[config.mk]
export PLATFORM = sky130hd
export DESIGN_NAME = sd_read_supervisor
export DESIGN_NICKNAME = d
export VERILOG_FILES = /design/src/rtl/sd_read_supervisor.sv
export SDC_FILE = /design/constraint.sdc
export NUM_CORES = 1
export LEC_CHECK = 0
export CORE_AREA = 3 3 98 100
export DETAILED_ROUTE_END_ITERATION = 8
export DIE_AREA = 0 0 101 103
export PLACE_DENSITY = 0.73
export SLEW_MARGIN = 15
export SYNTH_ARGS = -nofsm -noshare
export SYNTH_HDL_FRONTEND = slang
export SYNTH_SLANG_ARGS = --single-unit
[constraint.sdc]
create_clock -name clk -period 3.6 [get_ports clk]
set_input_delay 0.72 -clock clk [delete_from_list [all_inputs] [get_ports clk]]
set_output_delay 0.72 -clock clk [all_outputs]
set_load 0.02 [all_outputs]
[src/rtl/sd_read_supervisor.sv]
// sd_read_supervisor: session supervisor wrapped around an sd_file_reader.
// It pulses the reader's reset, waits for the file to be found, forwards the
// byte stream with one cycle of registered latency, and uses an idle timeout
// to detect end of file. A search timeout triggers a bounded number of restarts.
module sd_read_supervisor #(
  parameter int RESTART_CYCLES = 1000,
  parameter int FIND_TIMEOUT   = 100000000,
  parameter int IDLE_TIMEOUT   = 50000000,
  parameter int MAX_RETRY      = 3,
  parameter int AUTO_START     = 1
) (
  input  logic        clk,
  input  logic        rst_n,
  input  logic        start,
  output logic        reader_rst_n,
  input  logic        file_found,
  input  logic        in_req,
  input  logic [7:0]  in_byte,
  output logic        out_req,
  output logic [7:0]  out_byte,
  output logic [31:0] byte_count,
  output logic [3:0]  retry_cnt,
  output logic        busy,
  output logic        done,
  output logic        fail
);

  typedef enum logic [2:0] {
    ST_IDLE   = 3'd0,
    ST_HOLD   = 3'd1,
    ST_SEARCH = 3'd2,
    ST_STREAM = 3'd3,
    ST_DONE   = 3'd4,
    ST_FAIL   = 3'd5
  } state_t;

  // Terminal counts: each timer runs from 0 and acts on its last cycle.
  localparam logic [31:0] HOLD_LAST   = 32'(RESTART_CYCLES - 1);
  localparam logic [31:0] SEARCH_LAST = 32'(FIND_TIMEOUT - 1);
  localparam logic [31:0] IDLE_LAST   = 32'(IDLE_TIMEOUT - 1);
  localparam logic [3:0]  RETRY_MAX   = 4'(MAX_RETRY);
  localparam logic        AUTO_INIT   = (AUTO_START != 0) ? 1'b1 : 1'b0;
  localparam logic [31:0] COUNT_MAX   = 32'hFFFF_FFFF;

  state_t      state_r,  state_nx_s;
  logic [31:0] timer_r,  timer_nx_s;
  logic [3:0]  retry_r,  retry_nx_s;
  logic [31:0] count_r,  count_nx_s;
  logic        out_req_r;
  logic [7:0]  out_byte_r;
  logic        rrst_n_r, rrst_n_nx_s;
  logic        busy_r,   busy_nx_s;
  logic        done_r,   done_nx_s;
  logic        fail_r,   fail_nx_s;
  logic        auto_pend_r;
  logic        go_s;
  logic        fwd_s;

  assign reader_rst_n = rrst_n_r;
  assign out_req      = out_req_r;
  assign out_byte     = out_byte_r;
  assign byte_count   = count_r;
  assign retry_cnt    = retry_r;
  assign busy         = busy_r;
  assign done         = done_r;
  assign fail         = fail_r;

  // A session starts on a start pulse, or once right after reset when auto-start is set.
  assign go_s = start | auto_pend_r;

  // Next-state, timer, retry and byte-count logic.
  always_comb begin
    state_nx_s = state_r;
    timer_nx_s = timer_r;
    retry_nx_s = retry_r;
    count_nx_s = count_r;
    fwd_s      = 1'b0;
    case (state_r)
      ST_IDLE, ST_DONE, ST_FAIL: begin
        if (go_s) begin
          state_nx_s = ST_HOLD;
          timer_nx_s = 32'd0;
          retry_nx_s = 4'd0;
          count_nx_s = 32'd0;
        end else begin
          timer_nx_s = 32'd0;
        end
      end
      ST_HOLD: begin
        if (timer_r == HOLD_LAST) begin
          state_nx_s = ST_SEARCH;
          timer_nx_s = 32'd0;
        end else begin
          timer_nx_s = timer_r + 32'd1;
        end
      end
      ST_SEARCH: begin
        // A byte arriving while still searching is forwarded on the transition.
        fwd_s = in_req;
        if (file_found || in_req) begin
          state_nx_s = ST_STREAM;
          timer_nx_s = 32'd0;
        end else if (timer_r == SEARCH_LAST) begin
          timer_nx_s = 32'd0;
          if (retry_r < RETRY_MAX) begin
            retry_nx_s = retry_r + 4'd1;
            state_nx_s = ST_HOLD;
          end else begin
            state_nx_s = ST_FAIL;
          end
        end else begin
          timer_nx_s = timer_r + 32'd1;
        end
      end
      ST_STREAM: begin
        // Here the timer counts consecutive cycles without a byte.
        fwd_s = in_req;
        if (in_req) begin
          timer_nx_s = 32'd0;
        end else if (timer_r == IDLE_LAST) begin
          state_nx_s = ST_DONE;
          timer_nx_s = 32'd0;
        end else begin
          timer_nx_s = timer_r + 32'd1;
        end
      end
      default: begin
        state_nx_s = ST_IDLE;
        timer_nx_s = 32'd0;
      end
    endcase
    if (fwd_s && (count_r != COUNT_MAX)) begin
      count_nx_s = count_r + 32'd1;
    end else begin
      count_nx_s = count_nx_s;
    end
  end

  // Status outputs are decoded from the next state so they register in step with it.
  always_comb begin
    rrst_n_nx_s = 1'b0;
    busy_nx_s   = 1'b0;
    done_nx_s   = 1'b0;
    fail_nx_s   = 1'b0;
    case (state_nx_s)
      ST_IDLE:   rrst_n_nx_s = 1'b0;
      ST_HOLD:   busy_nx_s   = 1'b1;
      ST_SEARCH: begin
        rrst_n_nx_s = 1'b1;
        busy_nx_s   = 1'b1;
      end
      ST_STREAM: begin
        rrst_n_nx_s = 1'b1;
        busy_nx_s   = 1'b1;
      end
      ST_DONE: begin
        rrst_n_nx_s = 1'b1;
        done_nx_s   = 1'b1;
      end
      ST_FAIL:   fail_nx_s   = 1'b1;
      default:   rrst_n_nx_s = 1'b0;
    endcase
  end

  // State register and all registered outputs.
  always_ff @(posedge clk or negedge rst_n) begin
    if (!rst_n) begin
      state_r     <= ST_IDLE;
      timer_r     <= 32'd0;
      retry_r     <= 4'd0;
      count_r     <= 32'd0;
      out_req_r   <= 1'b0;
      out_byte_r  <= 8'd0;
      rrst_n_r    <= 1'b0;
      busy_r      <= 1'b0;
      done_r      <= 1'b0;
      fail_r      <= 1'b0;
      auto_pend_r <= AUTO_INIT;
    end else begin
      state_r     <= state_nx_s;
      timer_r     <= timer_nx_s;
      retry_r     <= retry_nx_s;
      count_r     <= count_nx_s;
      out_req_r   <= fwd_s;
      out_byte_r  <= fwd_s ? in_byte : out_byte_r;
      rrst_n_r    <= rrst_n_nx_s;
      busy_r      <= busy_nx_s;
      done_r      <= done_nx_s;
      fail_r      <= fail_nx_s;
      auto_pend_r <= 1'b0;
    end
  end

endmodule

==> results.yml <==
finish:
  syn_to_final_growth_pct: 21.0
  drive_gt1_frac: 0.0546
  diodes: 0
  nets: 579
  post-route-util: 0.610
logic_synthesis:
  synth-simple-area-share: 0.307
  ys_ff_latch: 85
  syn_nets: 512
  netlist_top_cells_area: "dfrtp_1 48%, nor2_1 5.9%, nand2_1 5.8%"
  syn_area_sq_um: 4420
  post-synth-top-area-fraction: 0.476
  synthAdderAreaFrac: 0.00850
  ys_seq_area_frac: 0.482
  synth_compound_area_frac: 0.110
  async_reset_ff_frac: 1.00
  syn_area_per_cell_sq_um: 8.90
  synth_area_leader_cell: "dfrtp_1"
  netlist_instances: 496
  synth.area.mux_share: 0.00227
  synthTopCellsByCount: "84 x dfrtp_1, 69 x nor2_1, 68 x nand2_1"
  ys_warn_count: 0
  synth_most_common_cell: "dfrtp_1"
  synth.distinct_cells: 56
  synth_top_family_by_area: "simple AND/OR/NAND/NOR gates"
  synth-edff-count: 0
  synthFlopType: "dfrtp_1"
  synth-xor-area-share: 0.0595
grt:
  overflow: 0
  grt_usage: 0.216
  grt_max_degree: 86
  grt_pass1_wl_um: 18000
  grt_pass1_vias: 3739
  antenna_found_initial: 0
timing:
  fin_ws_ps: 834
  rsz0062_at_grt: "false"
  whs_ps: 408
  finalSetupViolCount: 0
  relSlewSlack: 0.405
  skew_ps: 12.9
  finalHoldViolations: 0
  drv_slew: 0
  timing.setup.tns_ps: 0
  post-route-period-util: 0.768
  tightest_slew_ps: 888
  layout_min_cycle_time_ps: 2770
  max_freq_mhz: 362
floorplanning:
  start_util: 0.504
  core_sq_um: 8760
  ios: 62
  rows: 34
  dieWidth_um: 101
  die_area_sq_um: 10400
  die_h_um: 103
power:
  vdd_drop_max_v: 0.000246
  p_per_area_nw_per_um2: 320
  p_leak_nw: 2.31
place:
  pre_cts_ws_ps: 522
  hpwl_um: 7350
  gp_congestion: 0.881
  numPortBuffers: 61
drt:
  dr.pass1.iters: 4
  route.detailed.drc: 0
  wl_per_cell_um: 15.5
  vias_per_cell: 5.79
  routed_wl_um: 10500
  routed.top_layer: "met4"
  wl_met1_um: 4740
  drtIter0Drc: 218
  wl_met2_um: 5050
  drt.antenna.violating_nets: 0
  dr_wl_met3_um: 599
  routed-via-count: 3912
clock_network:
  cts.clk_slew.worst_paths_ps: 90
  insertion_delay_ps: 350
  cts_tree: "done"
  cts_buffers: 9
  cts-root-buf: "clkbuf_8"
  cts.repair.resized: 0
  ctsHtreeMaxLevel: 3
  cts.sinks: 85
  cts_buffer_depth: 2
  ctsHoldBuffers: 0
  post_cts_buffers: 0
setup_path:
  timing.setup.critical_path_class: "reg2reg"
  r2r_slack_ps: 830
  critPathLaunchType: "register"
  worstPathRequired_ps: 3830
  cp_max_fo: 26
  rr_worst_depth: 8
  crit_path_start: "byte_count[0]"
  endpoint_kind: "register"
  r2r-end: "byte_count[26]"
  cp.arrival_ps: 3000
  reg2reg_from: "byte_count[0]"
status:
  status: "complete, no violations"
job:
  maxCapViolCount: 0
min_path:
  hold_class: "in2async"
==> cell usage in the layout (no fill, tap or decap), types with 6 or more instances in the layout <==
| cell | Yosys | layout |
|---|---|---|
| dfrtp_1 | 84 | 84 |
| nor2_1 | 69 | 69 |
| nand2_1 | 68 | 68 |
| clkdlybuf4s50_1 | 0 | 60 |
| o21ai_0 | 37 | 37 |
| nand3_1 | 27 | 27 |
| xnor2_1 | 18 | 18 |
| nand4_1 | 18 | 18 |
| nor3_1 | 15 | 15 |
| and3_1 | 15 | 15 |
| inv_1 | 15 | 15 |
| a21oi_1 | 14 | 14 |
| or3_1 | 13 | 13 |
| xor2_1 | 12 | 12 |
| nor4_1 | 12 | 12 |
| clkbuf_8 | 0 | 11 |
| buf_4 | 0 | 7 |
| and2_1 | 6 | 6 |
| and4_1 | 6 | 6 |
| a21o_1 | 6 | 6 |
==> worst max path at each step <==
stage               slack, ps              to  depth (start not counted)
finish                    830  byte_count[26]                          8
detailed placement        520  byte_count[15]                          6
floorplan                1380  byte_count[21]                          7
global route              520  byte_count[26]                          8
global placement          580  byte_count[15]                          6
CTS                       840  byte_count[26]                          8
==> power breakdown <==
group          internal (mW)  leakage [nW]  switching (mW)
Sequential             0.959          1.14         0.00506
Combinational         0.0204          1.07          0.0310
Clock                  0.360        0.0959           0.334
Total                   1.34          2.31           0.370
==> layer usage <==
metal | track usage | vias up
met2 | 0.342 | 129
li1 | - | 1886
met4 | 0.0746 | 0
met5 | 0 | -
met1 | 0.308 | 1882
met3 | 0.0298 | 15
==> area by class of cell <==
cell class,count,area (sq um)
Timing Repair Buffer,68,664
Clock inverter,3,45.0
Fill cell,785,3420
Inverter,15,56.3
Clock buffer,13,159
Tap cell,108,135
Sequential cell,85,2130
Multi-Input combinational cell,384,2150
==> stage by stage <==
step | std cells | area, sq um | power, mW
after global placement | 660 | 5130 | 1.03
after global routing | 676 | 5340 | 1.78
after detailed placement | 660 | 5130 | 1.04
after floorplan | 496 | 4420 | 0.992
after CTS | 676 | 5340 | 1.73
final | 676 | 5340 | 1.71
==> sequential cells by signal, summed over array words and instances (netlist names) <==
signal / cells
auto_pend_r: 1
byte_count: 32
state_r: 3
out_req: 1
retry_cnt: 4
reader_rst_n: 1
timer_r: 32
done: 1
busy: 1
out_byte: 8
fail: 1
==> logic make-up after synthesis <==
| logic type | Yosys count |
|---|---|
| simple gates | 269 |
| flops | 85 |
| compound gates | 80 |
| xor+xnor | 30 |
| buf+inv | 27 |
| fa+ha+maj | 3 |
| other cells | 1 |
| mux | 1 |
==> critical path, stage by stage (launching register included) <==
cell	delay [ps]
dfrtp_1	450
ha_1	290
nand3_1	190
nor3_1	260
buf_4	170
nand4_1	160
nand2_1	660
o21ai_0	220
a22o_1	260
(Power assumes the default switching activity.)
